<file path="src/rtl/demultiplexor_32_3_buffered.sv">
`default_nettype none
//==============================================================================
// Module      : demultiplexor_32_3_buffered
// Description : Routes one word to one of 2**SEL_W channels (or all of them),
//               holding it in a per-channel one-entry buffer until acknowledged.
// Revision    : 1.0 - initial release
//==============================================================================
module demultiplexor_32_3_buffered #(
    parameter int WIDTH = 32,
    parameter int SEL_W = 3
) (
    input  logic                              clk,
    input  logic                              reset,
    input  logic                              in_valid,
    output logic                              in_ready,
    input  logic [WIDTH-1:0]                  in_data,
    input  logic [SEL_W-1:0]                  sel,
    input  logic                              bcast,
    output logic [(2**SEL_W)-1:0]             out_valid,
    output logic [(2**SEL_W)*WIDTH-1:0]       out_data,
    input  logic [(2**SEL_W)-1:0]             out_ack,
    output logic [15:0]                       drop_cnt
);

    localparam int C_N     = 2**SEL_W;
    localparam int C_CNT_W = SEL_W + 1;

    logic [C_N-1:0]     r_valid;
    logic [WIDTH-1:0]   r_data [C_N];
    logic [15:0]        r_drop;

    logic [C_N-1:0]     w_free;
    logic [C_N-1:0]     w_target;
    logic [C_N-1:0]     w_load;
    logic [C_N-1:0]     w_spur;
    logic [C_CNT_W-1:0] w_spur_cnt;
    logic [16:0]        w_drop_sum;
    logic [15:0]        w_drop_next;

    // A slot is free if empty or being drained this very cycle.
    assign w_free = ~r_valid | out_ack;

    always_comb begin
        w_target = '0;
        if (bcast) begin
            w_target = '1;
        end else begin
            w_target[sel] = 1'b1;
        end
    end

    always_comb begin
        in_ready = 1'b0;
        if (!reset) begin
            in_ready = bcast ? (&w_free) : w_free[sel];
        end
    end

    assign w_load = w_target & {C_N{in_valid & in_ready}};
    assign w_spur = out_ack & ~r_valid;

    always_comb begin
        w_spur_cnt = '0;
        for (int k = 0; k < C_N; k++) begin
            w_spur_cnt = w_spur_cnt + C_CNT_W'(w_spur[k]);
        end
    end

    assign w_drop_sum  = {1'b0, r_drop} + 17'(w_spur_cnt);
    assign w_drop_next = w_drop_sum[16] ? 16'hFFFF : w_drop_sum[15:0];

    // Load has priority over ack so a simultaneous drain+refill keeps the slot full.
    always_ff @(posedge clk) begin
        if (reset) begin
            r_valid <= '0;
            r_drop  <= '0;
            for (int k = 0; k < C_N; k++) begin
                r_data[k] <= '0;
            end
        end else begin
            r_drop <= w_drop_next;
            for (int k = 0; k < C_N; k++) begin
                if (w_load[k]) begin
                    r_valid[k] <= 1'b1;
                    r_data[k]  <= in_data;
                end else if (out_ack[k]) begin
                    r_valid[k] <= 1'b0;
                end
            end
        end
    end

    assign out_valid = r_valid;
    assign drop_cnt  = r_drop;

    generate
        for (genvar k = 0; k < C_N; k++) begin : g_out
            assign out_data[k*WIDTH +: WIDTH] = r_data[k];
        end
    endgenerate

endmodule
`default_nettype wire

</file>
<file path="config.mk">
export PLATFORM = sky130hd
export DESIGN_NAME = demultiplexor_32_3_buffered
export DESIGN_NICKNAME = d
export VERILOG_FILES = /design/src/rtl/demultiplexor_32_3_buffered.sv
export SDC_FILE = /design/constraint.sdc
export NUM_CORES = 1
export LEC_CHECK = 0
export CAP_MARGIN = 20
export CELL_PAD_IN_SITES_DETAIL_PLACEMENT = 1
export CELL_PAD_IN_SITES_GLOBAL_PLACEMENT = 2
export CORE_MARGIN = 8
export CORE_UTILIZATION = 35
export CTS_BUF_LIST = sky130_fd_sc_hd__clkbuf_4
export DETAILED_ROUTE_END_ITERATION = 7
export PLACE_DENSITY_LB_ADDON = 0.1
export SYNTH_ARGS = -nofsm -noshare
export SYNTH_HDL_FRONTEND = slang
export SYNTH_SLANG_ARGS = --single-unit
</file>
<file path="constraint.sdc">
create_clock -name clk -period 15.5 [get_ports clk]
set_clock_uncertainty 0.15 [all_clocks]
set_input_delay 4.65 -clock clk [delete_from_list [all_inputs] [get_ports clk]]
set_output_delay 4.65 -clock clk [all_outputs]
set_load 0.02 [all_outputs]
</file>
# == After elaboration in Yosys (flattened, before gate mapping) ==
# Memory sizes are Yosys's and may differ from the RTL's.
# Index checks and enable logic that the tools add are counted.
# word_totals
register_bits,24
mem_bits_rw,256
input_bits,47
mem_count,1
# mem_list
memory,depth,word_bits,read_ports,rd_clocked_by_memory_dff,write_ports,line,rtl
r_data,8,32,8,0,8,29,logic [WIDTH-1:0] r_data [C_N];
# op_classes
n_addsub,8
order_cmp,2
n_mux,58
n_bitwise,13
n_reduce_logical,10
# op_table
operator,n
$mux 32,8
$mux 1,46
$add 16x4->17,1
$add 4x1->4,4
$and 8x8->8,2
$mux 16,1
$reduce_bool 2->1,8
$mux 8,1
$not 8->8,1
$or 1x1->1,8
$or 8x8->8,1
$reduce_and 8->1,1
$add 3x1->4,1
$lt 3x4->1 const B,1
$add 2x1->3,1
$bmux 1 s3,1
$demux 1 s3,1
$ge 3x1->1 const B,1
$add 1x1->2,1
$and 1x1->1,1
$logic_and 1x1->1,1

# == Logic depth before layout (Yosys ltp) ==
# depth
word_depth,12
ltp_mapped,14

# == Least setup slack after synthesis ==
# OpenSTA, ideal clock, no wires.
# synth_timing
kind,in2out
start,input sel[1]
end,output in_ready
arrival_time_ps,6109
t_required_ps,10700
slack_ps,4591
cell_stages,8
path_cell_list,buf_2 > nand4b_1 > a31oi_4 > nor4_4 > buf_6 > buf_6 > nor2_1 > nor2_1
# synth_via
elab_chain_cells,4
# synth_lines
item,line,rtl
start: declaration,17,"input logic [SEL_W-1:0] sel,"
$bmux 1 s3,55,in_ready = bcast ? (&w_free) : w_free[sel];
$mux 1 (not written as such),55,
$mux 1,55,
$mux 1,54,if (!reset) begin
end: declaration,15,"output logic in_ready,"
# Every way passes these cells. The select of a mux whose other input is x is not followed.

# == Worst setup path after layout ==
# layout_timing
start,input out_ack[4]
end,output in_ready
# layout_via
elab_chain_cells,5
word_cells_on_any_way,6
classes_between,mux: 4; bitwise: 1; reduce/logical: 1
# layout_lines
item,line,rtl
start: declaration,21,"input logic [(2**SEL_W)-1:0] out_ack,"
$or 8x8->8 (*),41,assign w_free = ~r_valid | out_ack;
$bmux 1 s3,55,
$mux 1 (not written as such),55,
$mux 1 (*),55,
$mux 1 (*),54,
# Every way passes the cells marked *; elsewhere a longest branch is shown, timed or not. The select of a mux whose other input is x is not followed.

==> run_results.csv <==
group,metric,value,unit
status,status,"finished clean",
clock_network,postCtsSetupBuffers,0,
setup_path,arrival,7250,ps
sta,rsz0062_at_grt,"no",
synthesis,async_flop_share,0,%
detailed_routing,first_pass_iters,4,
detailed_routing,vias,7450,
sta,fin_crit,12050,ps
placement,dp_slack,3370,ps
floorplanning,die_w,191,um
clock_network,cts_resized,0,
global_routing,track_usage,18.5,%
power_and_ir_drop,ir_worst_vdd,0.0678,mV
finish,fillCellCount,3144,
floorplanning,dieArea,36400,sq um
global_routing,overflow,0,
placement,globalplace.congestion,0.727,
clock_network,cts_buffers,75,
synthesis,ys_seq_area_share,76.4,%
synthesis,synth_area_leaders,"edfxtp_1 (72%), nor2_1 (6.1%), dfxtp_1 (4.5%)",
power_and_ir_drop,power_density,127,nW/um^2
clock_network,cts_sinks,280,
synthesis,synth_top_area_share,71.9,%
detailed_routing,ant_nets,0,
synthesis,ys.flop_type,"edfxtp_1",
synthesis,yosysMostFrequentCell,"edfxtp_1",
sta,setup_ws,3450,ps
finish,layout-drive-gt1-share,15.3,%
floorplanning,pin_count,328,
setup_path,rr_worst_depth,13,
clock_network,cts-root-buf,"clkbuf_4",
synthesis,yosys.area.top_type,"edfxtp_1",
synthesis,yosys_warnings,0,
placement,placed_area,14300,sq um
power_and_ir_drop,leakage,0.00558,uW
setup_path,cp.required,10700,ps
clock_network,cts_tree,"built",
detailed_routing,wl_per_cell,22.1,um
synthesis,ys_top_cells_by_count,"edfxtp_1 (256), nor2_1 (174), nand2_1 (46), nor2b_1 (40), nor2_2 (30)",
clock_network,clockBufferDepth,3,
detailed_routing,vias_per_cell,4.75,
clock_network,cts.clk_slew.worst_paths,50,ps
sta,slew_headroom,31.5,%
setup_path,critPathCaptureType,"output port",
hold_path,min_path_type,"reg -> reg",
detailed_routing,drc_errors,0,
sta,slew_viol_final,0,
placement,hpwl,23800,um
clock_network,clkLatencyLatePin,660,ps
sta,hold_slack,397,ps
global_routing,grt_max_degree,63,
sta,max_slew.worst_pin.slew,1020,ps
synthesis,syn_area,10700,sq um
setup_path,reg2reg_slack,10770,ps
finish,num-nets-final,1173,
synthesis,postSynthCellCount,738,
flow_run,maxCapViolCount,0,
setup_path,cp-start-kind,"input port",
sta,final.setup.tns,0,ps
floorplanning,core_area,30300,sq um
setup_path,worstPathMaxFanout,17,
setup_path,reg2reg_to,"drop_cnt[2]$_SDFF_PP0_",
sta,finalHoldViolCount,0,
clock_network,cts_htree_levels,3,
detailed_routing,finalWirelength,34700,um
power_and_ir_drop,p_total,1940,uW
placement,numPortBuffers,327,
setup_path,criticalPathCategory,"in -> out",
detailed_routing,drt-initial-drc-count,291,
floorplanning,row_count,64,
finish,fin_area,15300,sq um
sta,max_freq,83.0,MHz
floorplanning,initial_core_util,35.2,%
global_routing,first_global_vias,7966,
setup_path,r2r_start,"out_valid[0]$_SDFFE_PP0P_",
sta,finalSetupViolCount,0,
setup_path,endpoint,"in_ready",
synthesis,syn_nets,796,
synthesis,syn_avg_cell_area,14.5,sq um
finish,area_delta_synth_final,43.2,%
sta,fin_crit_sh,77.7,%
synthesis,synth_seq_cells,280,
synthesis,synth.distinct_cells,47,
setup_path,cp-startpoint,"out_ack[4]",
clock_network,cts_hold_buf,0,
global_routing,antenna_found_initial,3,
synthesis,synth_edf_count,256,
floorplanning,die_y,191,um
global_routing,grt_pass1_wl,50200,um
==> routing by layer <==
metal / wire (um) / GRT usage (%)
met5: 23 / 0
met4: 733 / 5.85
met3: 3570 / 7.43
met2: 16900 / 31.5
met1: 13500 / 21.0
==> layout make-up <==
class	instances	area [sq um]	share of cell area, %
diodes	2	5.00	0.0327
clock buffers	107	803	5.25
clock inverters	25	129	0.842
inverters	10	37.5	0.245
multi-input cells	411	2310	15.1
flip-flops and latches	280	8170	53.3
well taps	396	495	3.24
repair buffers	337	3360	22.0
==> sequential cells by signal (all words and copies together) (netlist names) <==
name	flops
drop_cnt	16
out_valid	8
r_data	256
==> power breakdown <==
group          internal (uW)  switching (uW)  leakage [uW]
combinational            156             229       0.00210
clock                    335             304      0.000562
sequential               896            20.6       0.00292
==> stage by stage <==
| step | util (%) | std cells |
|---|---|---|
| 2_1_floorplan | - | 738 |
| 3_3_place_gp | 47.3 | 1433 |
| 3_5_place_dp | 47.3 | 1433 |
| 4_1_cts | 50.4 | 1565 |
| 5_1_grt | 50.5 | 1568 |
| 6_report | 50.5 | 1568 |
==> how the worst min path moves through the flow <==
stage	from	endpoint	slack (ps)	cells past startpoint
5_1_grt	out_valid[0]$_SDFFE_PP0P_	out_valid[0]$_SDFFE_PP0P_	450	2
4_1_cts	drop_cnt[12]$_SDFF_PP0_	drop_cnt[12]$_SDFF_PP0_	400	2
2_1_floorplan	out_valid[2]$_SDFFE_PP0P_	out_valid[2]$_SDFFE_PP0P_	440	2
3_3_place_gp	drop_cnt[12]$_SDFF_PP0_	drop_cnt[12]$_SDFF_PP0_	380	2
3_5_place_dp	out_valid[0]$_SDFFE_PP0P_	out_valid[0]$_SDFFE_PP0P_	380	2
6_report	drop_cnt[12]$_SDFF_PP0_	drop_cnt[12]$_SDFF_PP0_	400	2
==> layout by cell type (no fill, tap or decap), types with 2 or more instances in the layout <==
cell type / n
inv_1: 10
o21ai_0: 3
nor2_2: 30
o21bai_4: 2
nand2b_1: 11
nand2_2: 6
clkinv_2: 3
a21oi_1: 25
or3b_2: 2
fa_1: 5
nand2_1: 40
diode_2: 2
o211ai_1: 7
o21ai_1: 2
inv_2: 3
nor2_1: 174
clkbuf_4: 107
dfxtp_1: 24
nor2b_1: 39
clkinv_1: 17
a21o_1: 2
clkdlybuf4s50_1: 326
nor3_1: 2
nand3_1: 12
o221ai_1: 2
o21ai_4: 6
ha_1: 6
xnor2_1: 6
o31ai_1: 2
buf_4: 9
edfxtp_1: 256
nand4_1: 3
xor2_1: 4
a211o_1: 2
and3_1: 2
==> cells by family after synthesis <==
| group | count (synthesis) | share of synthesized area, % |
|---|---|---|
| xor+xnor | 10 | 0.819 |
| fa+ha+maj | 11 | 1.64 |
| buf+inv | 47 | 2.60 |
| mux | 1 | 0.105 |
| simple gates | 331 | 14.5 |
| compound gates | 58 | 3.89 |
| flops | 280 | 76.4 |
==> critical path, cell delays in order <==
cell and delay, ps:
clkdlybuf4s50_1 470, nand2b_1 180, nand4_1 190, nor3_4 840, nor2_1 110, nor2_1 160
clkdlybuf4s50_1 640
No activity file was read; power rests on OpenSTA's default activity.
